## src/rtl/ips2l_pcie_dma_pkg.sv

```systemverilog
// Shared types for the PCIe DMA BAR write arbiter.
// State encoding, write source tags and counter width.
package ips2l_pcie_dma_pkg;

  typedef enum logic [1:0] {
    IDLE = 2'd0,
    GNT0 = 2'd1,
    GNT1 = 2'd2
  } arb_state_e;

  localparam logic SRC_MWR  = 1'b0;
  localparam logic SRC_CPLD = 1'b1;
  localparam int   CNT_W    = 32;

endpackage

```

## src/rtl/ips2l_pcie_dma_bar_wr_arb_if.sv

```systemverilog
// Requester beats in, registered BAR RAM write port out.
// master = requesters + RAM sink, slave = arbiter.
interface ips2l_pcie_dma_bar_wr_arb_if #(
  parameter int ADDR_WIDTH = 9,
  parameter int DATA_WIDTH = 128
);
  localparam int BE_W = DATA_WIDTH / 8;

  logic                  i_req0_vld;
  logic                  o_req0_rdy;
  logic                  i_req0_last;
  logic [ADDR_WIDTH-1:0] i_req0_addr;
  logic [DATA_WIDTH-1:0] i_req0_data;
  logic [BE_W-1:0]       i_req0_be;

  logic                  i_req1_vld;
  logic                  o_req1_rdy;
  logic                  i_req1_last;
  logic [ADDR_WIDTH-1:0] i_req1_addr;
  logic [DATA_WIDTH-1:0] i_req1_data;
  logic [BE_W-1:0]       i_req1_be;

  logic                  o_ram_wr_en;
  logic [ADDR_WIDTH-1:0] o_ram_wr_addr;
  logic [DATA_WIDTH-1:0] o_ram_wr_data;
  logic [BE_W-1:0]       o_ram_wr_byte_en;
  logic                  o_ram_wr_src;
  logic                  o_busy;

  modport master (
    output i_req0_vld, i_req0_last, i_req0_addr,
    output i_req0_data, i_req0_be,
    output i_req1_vld, i_req1_last, i_req1_addr,
    output i_req1_data, i_req1_be,
    input  o_req0_rdy, o_req1_rdy,
    input  o_ram_wr_en, o_ram_wr_addr, o_ram_wr_data,
    input  o_ram_wr_byte_en, o_ram_wr_src, o_busy
  );

  modport slave (
    input  i_req0_vld, i_req0_last, i_req0_addr,
    input  i_req0_data, i_req0_be,
    input  i_req1_vld, i_req1_last, i_req1_addr,
    input  i_req1_data, i_req1_be,
    output o_req0_rdy, o_req1_rdy,
    output o_ram_wr_en, o_ram_wr_addr, o_ram_wr_data,
    output o_ram_wr_byte_en, o_ram_wr_src, o_busy
  );

endinterface

```

## src/rtl/ips2l_pcie_dma_sat_cnt.sv

```systemverilog
// Saturating up-counter with synchronous clear.
// Clear has priority over increment.
module ips2l_pcie_dma_sat_cnt
  import ips2l_pcie_dma_pkg::*;
(
  input  logic             clk,
  input  logic             rst,
  input  logic             i_clr,
  input  logic             i_inc,
  output logic [CNT_W-1:0] o_cnt
);

  logic [CNT_W-1:0] cnt_q;
  logic [CNT_W-1:0] cnt_d;

  always_comb begin
    cnt_d = cnt_q;
    if (i_clr)
      cnt_d = '0;
    else if (i_inc && (cnt_q != {CNT_W{1'b1}}))
      cnt_d = cnt_q + 1'b1;
  end

  always_ff @(posedge clk) begin
    if (rst) cnt_q <= '0;
    else     cnt_q <= cnt_d;
  end

  assign o_cnt = cnt_q;

endmodule

```

## src/rtl/ips2l_pcie_dma_bar_wr_arb.sv

```systemverilog
// Burst-granular round-robin arbiter for the BAR RAM write port.
// IPS2L_PCIE_DMA_ARB_CNT_EN adds per-source beat counters.
module ips2l_pcie_dma_bar_wr_arb
  import ips2l_pcie_dma_pkg::*;
#(
  parameter int ADDR_WIDTH = 9,
  parameter int DATA_WIDTH = 128
) (
  input  logic clk,
  input  logic rst,
`ifdef IPS2L_PCIE_DMA_ARB_CNT_EN
  input  logic             i_cnt_clr,
  output logic [CNT_W-1:0] o_req0_wr_cnt,
  output logic [CNT_W-1:0] o_req1_wr_cnt,
`endif
  ips2l_pcie_dma_bar_wr_arb_if.slave bus
);

  localparam int BE_W = DATA_WIDTH / 8;

  arb_state_e            state_q, state_d;
  logic                  rr_q, rr_d;
  logic                  rdy0_q, rdy0_d;
  logic                  rdy1_q, rdy1_d;
  logic                  wr_en_q, wr_en_d;
  logic [ADDR_WIDTH-1:0] addr_q, addr_d;
  logic [DATA_WIDTH-1:0] data_q, data_d;
  logic [BE_W-1:0]       be_q, be_d;
  logic                  src_q, src_d;
  logic                  acc0, acc1;

  assign acc0 = rdy0_q & bus.i_req0_vld;
  assign acc1 = rdy1_q & bus.i_req1_vld;

  always_comb begin
    state_d = state_q;
    rr_d    = rr_q;
    unique case (state_q)
      IDLE: begin
        if (bus.i_req0_vld && bus.i_req1_vld)
          state_d = rr_q ? GNT1 : GNT0;
        else if (bus.i_req0_vld)
          state_d = GNT0;
        else if (bus.i_req1_vld)
          state_d = GNT1;
      end
      GNT0: begin
        if (acc0 && bus.i_req0_last) begin
          rr_d = 1'b1;
          if (bus.i_req1_vld)      state_d = GNT1;
          else if (bus.i_req0_vld) state_d = GNT0;
          else                     state_d = IDLE;
        end
      end
      GNT1: begin
        if (acc1 && bus.i_req1_last) begin
          rr_d = 1'b0;
          if (bus.i_req0_vld)      state_d = GNT0;
          else if (bus.i_req1_vld) state_d = GNT1;
          else                     state_d = IDLE;
        end
      end
      default: state_d = IDLE;
    endcase
    // Ready is a pure decode of the next state, so it is glitch-free
    rdy0_d = (state_d == GNT0);
    rdy1_d = (state_d == GNT1);
  end

  always_comb begin
    wr_en_d = 1'b0;
    addr_d  = addr_q;
    data_d  = data_q;
    be_d    = be_q;
    src_d   = src_q;
    unique case (1'b1)
      acc0: begin
        wr_en_d = 1'b1;
        addr_d  = bus.i_req0_addr;
        data_d  = bus.i_req0_data;
        be_d    = bus.i_req0_be;
        src_d   = SRC_MWR;
      end
      acc1: begin
        wr_en_d = 1'b1;
        addr_d  = bus.i_req1_addr;
        data_d  = bus.i_req1_data;
        be_d    = bus.i_req1_be;
        src_d   = SRC_CPLD;
      end
      default: ;
    endcase
  end

  always_ff @(posedge clk) begin
    if (rst) begin
      state_q <= IDLE;
      rr_q    <= 1'b0;
      rdy0_q  <= 1'b0;
      rdy1_q  <= 1'b0;
      wr_en_q <= 1'b0;
      addr_q  <= '0;
      data_q  <= '0;
      be_q    <= '0;
      src_q   <= SRC_MWR;
    end else begin
      state_q <= state_d;
      rr_q    <= rr_d;
      rdy0_q  <= rdy0_d;
      rdy1_q  <= rdy1_d;
      wr_en_q <= wr_en_d;
      addr_q  <= addr_d;
      data_q  <= data_d;
      be_q    <= be_d;
      src_q   <= src_d;
    end
  end

  assign bus.o_req0_rdy       = rdy0_q;
  assign bus.o_req1_rdy       = rdy1_q;
  assign bus.o_ram_wr_en      = wr_en_q;
  assign bus.o_ram_wr_addr    = addr_q;
  assign bus.o_ram_wr_data    = data_q;
  assign bus.o_ram_wr_byte_en = be_q;
  assign bus.o_ram_wr_src     = src_q;
  assign bus.o_busy           = (state_q != IDLE);

`ifdef IPS2L_PCIE_DMA_ARB_CNT_EN
  ips2l_pcie_dma_sat_cnt u_cnt0 (
    .clk   (clk),
    .rst   (rst),
    .i_clr (i_cnt_clr),
    .i_inc (acc0),
    .o_cnt (o_req0_wr_cnt)
  );

  ips2l_pcie_dma_sat_cnt u_cnt1 (
    .clk   (clk),
    .rst   (rst),
    .i_clr (i_cnt_clr),
    .i_inc (acc1),
    .o_cnt (o_req1_wr_cnt)
  );
`endif

endmodule

```

## src/flat_wrapper.sv

```systemverilog
// flat-port wrapper written by rule: the top's interface ports become plain ports
module ips2l_pcie_dma_bar_wr_arb_flat import ips2l_pcie_dma_pkg::*;
#(
  parameter int ADDR_WIDTH = 9,
  parameter int DATA_WIDTH = 128
)
  (clk, rst, bus_i_req0_vld, bus_i_req0_last, bus_i_req0_addr, bus_i_req0_data, bus_i_req0_be, bus_i_req1_vld, bus_i_req1_last, bus_i_req1_addr, bus_i_req1_data, bus_i_req1_be, bus_o_req0_rdy, bus_o_req1_rdy, bus_o_ram_wr_en, bus_o_ram_wr_addr, bus_o_ram_wr_data, bus_o_ram_wr_byte_en, bus_o_ram_wr_src, bus_o_busy);
  ips2l_pcie_dma_bar_wr_arb_if #(.ADDR_WIDTH(ADDR_WIDTH), .DATA_WIDTH(DATA_WIDTH)) bus_i ();
  input  logic clk;
  input  logic rst;
  input wire logic [$bits(bus_i.i_req0_vld)-1:0] bus_i_req0_vld;
  input wire logic [$bits(bus_i.i_req0_last)-1:0] bus_i_req0_last;
  input wire logic [$bits(bus_i.i_req0_addr)-1:0] bus_i_req0_addr;
  input wire logic [$bits(bus_i.i_req0_data)-1:0] bus_i_req0_data;
  input wire logic [$bits(bus_i.i_req0_be)-1:0] bus_i_req0_be;
  input wire logic [$bits(bus_i.i_req1_vld)-1:0] bus_i_req1_vld;
  input wire logic [$bits(bus_i.i_req1_last)-1:0] bus_i_req1_last;
  input wire logic [$bits(bus_i.i_req1_addr)-1:0] bus_i_req1_addr;
  input wire logic [$bits(bus_i.i_req1_data)-1:0] bus_i_req1_data;
  input wire logic [$bits(bus_i.i_req1_be)-1:0] bus_i_req1_be;
  output wire logic [$bits(bus_i.o_req0_rdy)-1:0] bus_o_req0_rdy;
  output wire logic [$bits(bus_i.o_req1_rdy)-1:0] bus_o_req1_rdy;
  output wire logic [$bits(bus_i.o_ram_wr_en)-1:0] bus_o_ram_wr_en;
  output wire logic [$bits(bus_i.o_ram_wr_addr)-1:0] bus_o_ram_wr_addr;
  output wire logic [$bits(bus_i.o_ram_wr_data)-1:0] bus_o_ram_wr_data;
  output wire logic [$bits(bus_i.o_ram_wr_byte_en)-1:0] bus_o_ram_wr_byte_en;
  output wire logic [$bits(bus_i.o_ram_wr_src)-1:0] bus_o_ram_wr_src;
  output wire logic [$bits(bus_i.o_busy)-1:0] bus_o_busy;
  assign bus_i.i_req0_vld = bus_i_req0_vld;
  assign bus_i.i_req0_last = bus_i_req0_last;
  assign bus_i.i_req0_addr = bus_i_req0_addr;
  assign bus_i.i_req0_data = bus_i_req0_data;
  assign bus_i.i_req0_be = bus_i_req0_be;
  assign bus_i.i_req1_vld = bus_i_req1_vld;
  assign bus_i.i_req1_last = bus_i_req1_last;
  assign bus_i.i_req1_addr = bus_i_req1_addr;
  assign bus_i.i_req1_data = bus_i_req1_data;
  assign bus_i.i_req1_be = bus_i_req1_be;
  assign bus_o_req0_rdy = bus_i.o_req0_rdy;
  assign bus_o_req1_rdy = bus_i.o_req1_rdy;
  assign bus_o_ram_wr_en = bus_i.o_ram_wr_en;
  assign bus_o_ram_wr_addr = bus_i.o_ram_wr_addr;
  assign bus_o_ram_wr_data = bus_i.o_ram_wr_data;
  assign bus_o_ram_wr_byte_en = bus_i.o_ram_wr_byte_en;
  assign bus_o_ram_wr_src = bus_i.o_ram_wr_src;
  assign bus_o_busy = bus_i.o_busy;
  ips2l_pcie_dma_bar_wr_arb #(.ADDR_WIDTH(ADDR_WIDTH), .DATA_WIDTH(DATA_WIDTH)) u_core (.clk(clk), .rst(rst), .bus(bus_i));
endmodule
```

## config.mk

```make
export PLATFORM = sky130hd
export DESIGN_NAME = ips2l_pcie_dma_bar_wr_arb_flat
export DESIGN_NICKNAME = d
export VERILOG_FILES = /design/src/rtl/ips2l_pcie_dma_pkg.sv /design/src/rtl/ips2l_pcie_dma_bar_wr_arb_if.sv /design/src/rtl/ips2l_pcie_dma_sat_cnt.sv /design/src/rtl/ips2l_pcie_dma_bar_wr_arb.sv /design/src/flat_wrapper.sv
export SDC_FILE = /design/constraint.sdc
export NUM_CORES = 1
export LEC_CHECK = 0
export CORE_AREA = 3 3 184 186
export DETAILED_ROUTE_END_ITERATION = 12
export DIE_AREA = 0 0 187 189
export GPL_TIMING_DRIVEN = 0
export PLACE_DENSITY_LB_ADDON = 0.05
export SLEW_MARGIN = 10
export SYNTH_ARGS = -nofsm -noshare
export SYNTH_HDL_FRONTEND = slang
export SYNTH_SLANG_ARGS = --single-unit
```

## constraint.sdc

```tcl
create_clock -name clk -period 1.7 [get_ports clk]
set_clock_uncertainty 0.2 [all_clocks]
set_input_delay 0.34 -clock clk [delete_from_list [all_inputs] [get_ports clk]]
set_output_delay 0.34 -clock clk [all_outputs]
set_load 0.01 [all_outputs]
```

---- Word level (Yosys, flattened, before mapping) ----
Cells that the tools add are included.
Widths: inputs -> output; s select.
word-level totals
  bits in registers ....................... 160
  bits in latches ......................... 0
  memory bits (writable) .................. 0
  bits in read-only memories .............. 0
  output and inout port bits .............. 158
  memories ................................ 0
cells by class
  add/sub/neg operators ................... 0
  multipliers ............................. 0
  divide/modulo/power cells ............... 0
  $lt $le $gt $ge ......................... 0
  equal/unequal tests ..................... 6
  shift operators ......................... 0
  mux-type cells .......................... 19
  bitwise gates (word level) .............. 2
  reductions and logical operators ........ 9
operator list
  kind                number
  $pmux 128 s2        1
  $pmux 16 s2         1
  $mux 2              9
  $pmux 9 s2          1
  $pmux 2 s3          1
  $reduce_bool 2->1   3
  $eq 2x1->1 const B  2
  $eq 2x2->1 const B  2
  $mux 1              4
  $ne 2x1->1 const B  2
  $pmux 1 s2          2
  $logic_and 1x1->1   3
  $reduce_and 3->1    1
  $and 1x1->1         2
  $logic_not 2->1     1
  $reduce_or 2->1     1

---- Logic depth before layout (Yosys ltp) ----
Gate-level depths: netlist (run 1).
  word-level depth ........................ 5
  mapped depth ............................ 6
  gate-level depth less buffers ........... 6

---- Least setup slack after synthesis (run 1) ----
OpenSTA, ideal clock, no wires.
  path type ............................... input to register
  start point ............................. input port bus_i_req0_vld
  end point ............................... register u_core.rdy1_q, in the netlist u_core.bus.o_req1_rdy
  setup time .............................. 0.087 ns
  data arrival time ....................... 1.336 ns
  slack ................................... 0.076 ns
  cell stages on the path ................. 6
  buffers on the path ..................... 2
  cells stage by stage .................... buf_4 -> and3_1 -> buf_4 -> mux2i_1 -> a211oi_2 -> nor4b_2
on the way
  word-level cells in the longest chain between the ends .. 5
  elaborated cells on any way between the ends .. 12
  those cells by class .................... 1 x eq/ne; 8 x mux; 1 x bitwise; 2 x reduce/logical
ends and longest elaborated chain
  what                                                RTL line                                                          text
  from (decl)                                         flat_wrapper.sv:11                                                input wire logic [$bits(bus_i.i_req0_vld)-1:0] bus_i_req0_vld;
  $mux 1 / $and 1x1->1 (equally long branches)        ips2l_pcie_dma_bar_wr_arb.sv:51, ips2l_pcie_dma_bar_wr_arb.sv:32
  $mux 2 / $logic_and 1x1->1 (equally long branches)  ips2l_pcie_dma_bar_wr_arb.sv:50, ips2l_pcie_dma_bar_wr_arb.sv:48
  $mux 2                                              ips2l_pcie_dma_bar_wr_arb.sv:48                                   if (acc0 && bus.i_req0_last) begin
  $pmux 2 s3 *                                        ips2l_pcie_dma_bar_wr_arb.sv:38                                   unique case (state_q)
  $eq 2x2->1 *                                        ips2l_pcie_dma_bar_wr_arb.sv:67                                   rdy1_d = (state_d == GNT1);
  to (signal assigned)                                ips2l_pcie_dma_bar_wr_arb.sv:110                                  rdy1_q <= rdy1_d;
  to (decl)                                           ips2l_pcie_dma_bar_wr_arb.sv:24                                   logic rdy1_q, rdy1_d;
Mark *: on every way between the ends. The rest lies on a longest branch, timed or not.
A chain may end at the register's enable or synchronous reset.

---- Worst setup path after layout (run 1) ----
  start point ............................. register u_core.state_q[1]
  end point ............................... output port bus_o_busy
on the way
  word-level cells in the longest chain between the ends .. 1
ends and longest elaborated chain
  what                    RTL line                          text
  from (decl)             ips2l_pcie_dma_bar_wr_arb.sv:21   arb_state_e state_q, state_d;
  from (signal assigned)  ips2l_pcie_dma_bar_wr_arb.sv:107  state_q <= state_d;
  $reduce_bool 2->1       ips2l_pcie_dma_bar_wr_arb.sv:126  assign bus.o_busy = (state_q != IDLE);
  to (decl)               flat_wrapper.sv:28                output wire logic [$bits(bus_i.o_busy)-1:0] bus_o_busy;
No other way between the ends.

==> flow_metrics.env, run 1 <==
export IMPL_status="complete, but fails checks"
export IMPL_violations="negative setup slack"
export IMPL_wl_um=38600
export IMPL_hold_viol=0
export IMPL_first_iter_violations=398
export IMPL_dieArea_mm2=0.0353
export IMPL_dp_hpwl_um=28700
export IMPL_cap_violations=0
export IMPL_p_total_uw=12900
export IMPL_grt_max_degree=17
export IMPL_ys_seq_elements=160
export IMPL_combinationalPowerShare_pct=32.6
export IMPL_ys_top_cells_by_area="dfxtp_1 (45%), a311oi_1 (19%), nand3_1 (11%), nand2_1 (8.4%), nor2_1 (8.0%)"
export IMPL_power_leakage_uw=0.00532
export IMPL_worstMarginPinSlew_ps=605
export IMPL_finalInstanceArea_mm2=0.0133
export IMPL_start_kind="flip-flop"
export IMPL_ir_drop_v=0.000717
export IMPL_cts_buffers=17
export IMPL_rsz0062_at_grt="true"
export IMPL_cp_data_required_time_ps=1160
export IMPL_finalMaxSlewViolations=0
export IMPL_initial_core_util_pct=22.1
export IMPL_io_pins=470
export IMPL_hold_slack_ps=254
export IMPL_drc=0
export IMPL_path_cells="inv_2 -> ha_4 -> inv_4 -> buf_6"
export IMPL_crit_slowest_cell="dfxtp_4"
export IMPL_dp_cells=1825
export IMPL_cts_clk_slew_worst_paths_ps=70
export IMPL_fin_crit_ps=1740
export IMPL_power_frac_clock_pct=31.6
export IMPL_first_pass_iters=5
export IMPL_vias_per_cell=4.77
export IMPL_area_growth_pct=85.5
export IMPL_io_buffers=467
export IMPL_sequentialPowerShare_pct=35.8
export IMPL_die_w_um=187
export IMPL_hold_path_class="reg2reg"
export IMPL_setup_viol=1
export IMPL_postSynthCellCount=916
export IMPL_critical_path_peak_fanout=3
export IMPL_cts_sinks=160
export IMPL_grt_pass1_vias=9148
export IMPL_core_area_mm2=0.0325
export IMPL_slowest_delay_ps=360
export IMPL_fin_tns_setup_ps=-39.9
export IMPL_wire_per_inst_um=20.7
export IMPL_p_int_uw=8660
export IMPL_grt_overflow_total=0
export IMPL_route_vias_total=8913
export IMPL_synth_area_mm2=0.00718
export IMPL_filler_cell_count=3403
export IMPL_ys_warn_count=0
export IMPL_cts_max_level=4
export IMPL_p_switching_uw=4190
export IMPL_critPathCaptureType="output pin"
export IMPL_insertion_delay_ps=430
export IMPL_cts_tree="done"
export IMPL_maxSlewHeadroom_pct=59.7
export IMPL_synth_area_leader_cell="dfxtp_1"
export IMPL_grt_pass1_wl_um=57100
export IMPL_placed_area_mm2=0.0124
export IMPL_ys_types=23
export IMPL_die_h_um=189
export IMPL_postLayoutSetupSlackWorst_ps=-39.9
export IMPL_syn_area_per_cell_um2=7.84
export IMPL_synthDominantCellAreaShare_pct=44.6
export IMPL_syn_num_nets=1232
export IMPL_drive_above_1_share_pct=11.3
export IMPL_grt_antenna_before_repair=8
export IMPL_ys_seq_area_share_pct=44.6
export IMPL_clk_path_buf_depth=2
export IMPL_rows=66
export IMPL_fin_crit_sh_pct=102
export IMPL_fmax_mhz=575
export IMPL_grt_usage_pct=20.9
export IMPL_clock_root_buffer="clkbuf_16"
export IMPL_worst_setup_path_type="reg2out"
export IMPL_swShare_pct=32.6
export IMPL_gp_congestion=0.815
export IMPL_p_per_area_mw_per_mm2=964
export IMPL_critPathArrivalTime_ps=1200
export IMPL_ant_nets=0
export IMPL_final_cells=1868
export IMPL_nNetsFinal=1725
[per-layer routing]
metal	GRT usage (%)	wire, um	vias up
met4	7.12	859	8
met3	7.78	3250	53
met1	24.4	15500	4161
li1	-	-	4317
met5	0	47	-
met2	35.4	19000	374
[cells in the final DEF, fill, tap and decap left out, types with 19 or more instances in the layout]
| cell | instances |
|---|---|
| clkbuf_2 | 26 |
| nand2_1 | 160 |
| clkbuf_1 | 22 |
| clkdlybuf4s50_1 | 308 |
| dlygate4sd2_1 | 154 |
| nand3_1 | 153 |
| buf_6 | 19 |
| dfxtp_1 | 154 |
| a311oi_1 | 127 |
| a311oi_2 | 26 |
| nor2_1 | 154 |
[stage by stage]
step	utilization, %	setup slack [ps]
5_1_grt	41.1	-77.7
3_3_place_gp	38.2	-945
4_1_cts	40.0	-151
2_1_floorplan	-	76.3
6_report	41.1	-39.9
3_5_place_dp	38.2	-943
[power groups by stage]
stage	Clock (uW)	Sequential (uW)	Combinational [uW]
global placement	0	4680	4200
global route	4290	4670	4550
floorplan	0	4900	1470
CTS	4160	4600	3970
detailed placement	0	4680	4190
finish	4070	4600	4190
[synthesized netlist by cell type, drive strengths merged]
cell type	n
a21oi	3
ha	4
a2bb2oi	1
buf	50
inv	4
nor2	154
mux2i	4
nor3	2
o21ai	1
clkbuf	55
nand2b	2
a211oi	2
a311oi	153
nor4b	2
o211ai	1
and3	2
dfxtp	160
nand2	161
o2bb2ai	1
o21bai	1
nand3	153
[kinds of logic (layout without fill, tap and decap cells)]
| logic type | count (synthesis) | after routing | share of synthesized area, % |
|---|---|---|---|
| simple gates | 476 | 476 | 28.0 |
| compound gates | 163 | 163 | 19.7 |
| flops | 160 | 160 | 44.6 |
| buf+inv | 109 | 614 | 6.41 |
| fa+ha+maj | 4 | 4 | 0.697 |
| mux | 4 | 4 | 0.557 |
| other cells | 0 | 5 | 0 |
[flip-flops by register name, summed over array words and instances (netlist names)]
signal / count
u_core.state_q: 2
u_core.bus.o_ram_wr_byte_en: 16
u_core.bus.o_ram_wr_data: 128
u_core.bus.o_req0_rdy: 1
u_core.bus.o_ram_wr_addr: 9
u_core.rr_q: 1
u_core.bus.o_ram_wr_en: 1
u_core.bus.o_req1_rdy: 1
u_core.bus.o_ram_wr_src: 1
[final timing paths]
kind | start | slack (ps) | depth (start not counted) | end
worst max register to register | u_core.state_q[0]$_SDFF_PP0_ | 40 | 7 | u_core.state_q[1]$_SDFF_PP0_
worst min register to register | u_core.bus.o_ram_wr_src$_SDFFE_PP0P_ | 250 | 2 | u_core.bus.o_ram_wr_src$_SDFFE_PP0P_
worst max-delay path | u_core.state_q[1]$_SDFF_PP0_ | -40 | 4 | bus_o_busy
worst min-delay path | u_core.bus.o_ram_wr_src$_SDFFE_PP0P_ | 250 | 2 | u_core.bus.o_ram_wr_src$_SDFFE_PP0P_
[critical path, delay by kind of cell (launching register included)]
family	cells	cell delay, ps
flops	1	360
buf+inv	3	240
fa+ha+maj	1	160
[layout make-up]
type / instances / area, um^2 / area share, %
clock buffer: 20 / 467 / 3.50
tap: 442 / 553 / 4.15
timing repair buffer: 474 / 4540 / 34.0
multi-input combinational: 647 / 3710 / 27.9
inverter: 4 / 20.0 / 0.150
antenna: 5 / 12.5 / 0.0939
buffer: 105 / 679 / 5.10
sequential: 160 / 3220 / 24.1
clock inverter: 11 / 133 / 0.995
[repair_timing]
item                                    CTS  global route
endpoints found under the setup margin  315           129
hold endpoints to repair                  0             0
cloned                                    0             1
gates resized for setup                 242            93
buffers inserted                          1             5
pin swaps                                 1             2
hold buffers                              0             0
(Power assumes the default switching activity.)
==> run 2, diff against run 1 <==
--- a/config.mk
+++ b/config.mk
@@ -5,9 +5,10 @@
 export SDC_FILE = /design/constraint.sdc
 export NUM_CORES = 1
 export LEC_CHECK = 0
-export CORE_AREA = 3 3 184 186
+export CORE_ASPECT_RATIO = 0.5
+export CORE_MARGIN = 3
+export CORE_UTILIZATION = 30
 export DETAILED_ROUTE_END_ITERATION = 12
-export DIE_AREA = 0 0 187 189
 export GPL_TIMING_DRIVEN = 0
 export PLACE_DENSITY_LB_ADDON = 0.05
 export SLEW_MARGIN = 10
==> flow_metrics.env, run 2 (synthesis results as in run 1) <==
export IMPL_worst_setup_path_type="reg2out"
export IMPL_worstMarginPinSlew_ps=655
export IMPL_power_leakage_uw=0.00530
export IMPL_finalInstanceArea_mm2=0.0131
export IMPL_start_kind="flip-flop"
export IMPL_violations="negative setup slack"
export IMPL_route_vias_total=9060
export IMPL_busiest_layer="met2"
export IMPL_cts_max_level=4
export IMPL_area_growth_pct=82.5
export IMPL_rows=39
export IMPL_wire_per_inst_um=20.5
export IMPL_ir_drop_v=0.000655
export IMPL_core_area_mm2=0.0232
export IMPL_io_pins=470
export IMPL_placed_area_mm2=0.0122
export IMPL_slowest_delay_ps=390
export IMPL_fin_crit_ps=1740
export IMPL_postLayoutSetupSlackWorst_ps=-44.3
export IMPL_n_antenna_cell=0
export IMPL_grt_pass1_vias=8852
export IMPL_cts_clk_slew_worst_paths_ps=60
export IMPL_fmax_mhz=573
export IMPL_nNetsFinal=1724
export IMPL_gp_congestion=0.887
export IMPL_vias_per_cell=5.24
export IMPL_ctsHoldBuffers=0
export IMPL_cp_data_required_time_ps=1160
export IMPL_fin_crit_sh_pct=103
export IMPL_status="complete, but fails checks"
export IMPL_grt_overflow_total=0
export IMPL_grt_antenna_before_repair=2
export IMPL_grt_max_degree=17
export IMPL_critPathArrivalTime_ps=1200
export IMPL_initial_core_util_pct=31.0
export IMPL_grt_usage_pct=25.8
export IMPL_drive_above_1_share_pct=10.8
export IMPL_path_cells="inv_4 -> ha_4 -> inv_4 -> buf_6"
export IMPL_cpLargestDelayFamily="flip-flops"
export IMPL_drc=0
export IMPL_crit_slowest_cell="dfxtp_4"
export IMPL_cap_violations=0
export IMPL_hold_path_class="reg2reg"
export IMPL_ant_nets=0
export IMPL_cts_sinks=160
export IMPL_cts_buffers=17
export IMPL_critPathCaptureType="output pin"
export IMPL_hold_slack_ps=258
export IMPL_gr_usage_met2_pct=43.6
export IMPL_rsz0062_at_grt="true"
export IMPL_dp_hpwl_um=26500
export IMPL_insertion_delay_ps=440
export IMPL_fin_util_pct=56.6
export IMPL_multi_input_area_mm2=0.00372
export IMPL_layout_cells_most_common="clkdlybuf4s50_1"
export IMPL_regArea_mm2=0.00321
export IMPL_filler_cell_count=2196
export IMPL_die_h_um=115
export IMPL_hold_viol=0
export IMPL_cts_tree="done"
export IMPL_crit_buf_inv=3
export IMPL_dieArea_mm2=0.0260
export IMPL_p_per_area_mw_per_mm2=969
export IMPL_maxSlewHeadroom_pct=56.3
export IMPL_grt_pass1_wl_um=51900
export IMPL_setup_viol=1
export IMPL_clk_path_buf_depth=2
export IMPL_critical_path_peak_fanout=5
export IMPL_use_met1_pct=31.7
export IMPL_io_buffers=467
export IMPL_largest_reg_flops=128
export IMPL_die_w_um=225
export IMPL_p_total_uw=12700
export IMPL_mostFrequentLayoutCells="clkdlybuf4s50_1 (308), nand2_1 (160), dfxtp_1 (157)"
export IMPL_clock_root_buffer="clkbuf_16"
export IMPL_use_met3_pct=8.50
export IMPL_finalMaxSlewViolations=0
export IMPL_wl_um=35500
export IMPL_cpMostUsedCell="inv_4"
export IMPL_first_iter_violations=671
export IMPL_first_pass_iters=5
-- run 2: worst register-to-register path, cell delays in order, from the launching register on --
cell and delay [ps]:
dfxtp_1 330, buf_6 150, nand2_2 140, buf_8 180, buf_4 190, nand2_1 70
a311oi_1 310
-- run 2: worst paths after layout --
path,from,end,slack [ps],cells past startpoint
worst max-delay path,u_core.state_q[0]$_SDFF_PP0_,bus_o_busy,-40,4
worst min-delay path,u_core.bus.o_ram_wr_src$_SDFFE_PP0P_,u_core.bus.o_ram_wr_src$_SDFFE_PP0P_,260,2
worst max register to register,u_core.bus.o_req0_rdy$_SDFF_PP0_,u_core.bus.o_ram_wr_data[100]$_SDFFE_PP0P_,30,6
worst min register to register,u_core.bus.o_ram_wr_src$_SDFFE_PP0P_,u_core.bus.o_ram_wr_src$_SDFFE_PP0P_,260,2
-- run 2: cell type report --
class / count / share of cell area (%)
plain buffers: 105 / 4.83
clock buffers: 27 / 3.91
clock inverters: 5 / 0.573
inverters: 4 / 0.172
multi-input cells: 647 / 28.4
flip-flops and latches: 160 / 24.5
well taps: 307 / 2.93
repair buffers: 473 / 34.7
-- run 2: per-layer routing --
metal	wire (um)	vias up
met5	32	-
met4	738	4
met3	2740	50
met2	17400	316
met1	14500	4382
li1	-	4308
-- run 2: repair_timing --
| item | in CTS | in global routing |
|---|---|---|
| gates resized for setup | 235 | 79 |
| endpoints found under the setup margin | 315 | 145 |
| pin swaps | 1 | 2 |
| endpoints found under the hold margin | 0 | 0 |
| gates cloned | 0 | 1 |
| buffers inserted | 0 | 5 |
-- run 2: power breakdown --
| part | switching (uW) | internal [uW] |
|---|---|---|
| Sequential | 295 | 4310 |
| Combinational | 2080 | 2060 |
| Clock | 1600 | 2350 |
-- run 2: metrics by stage --
| stage | setup TNS (ps) | instances | setup slack [ps] |
|---|---|---|---|
| after global routing | -243 | 1728 | -84.5 |
| after CTS | -57.7 | 1722 | -57.7 |
| final | -44.3 | 1728 | -44.3 |
| after detailed placement | -127620 | 1690 | -959 |
| after floorplan | 0 | 916 | 76.3 |
| after global placement | -115630 | 1690 | -887 |
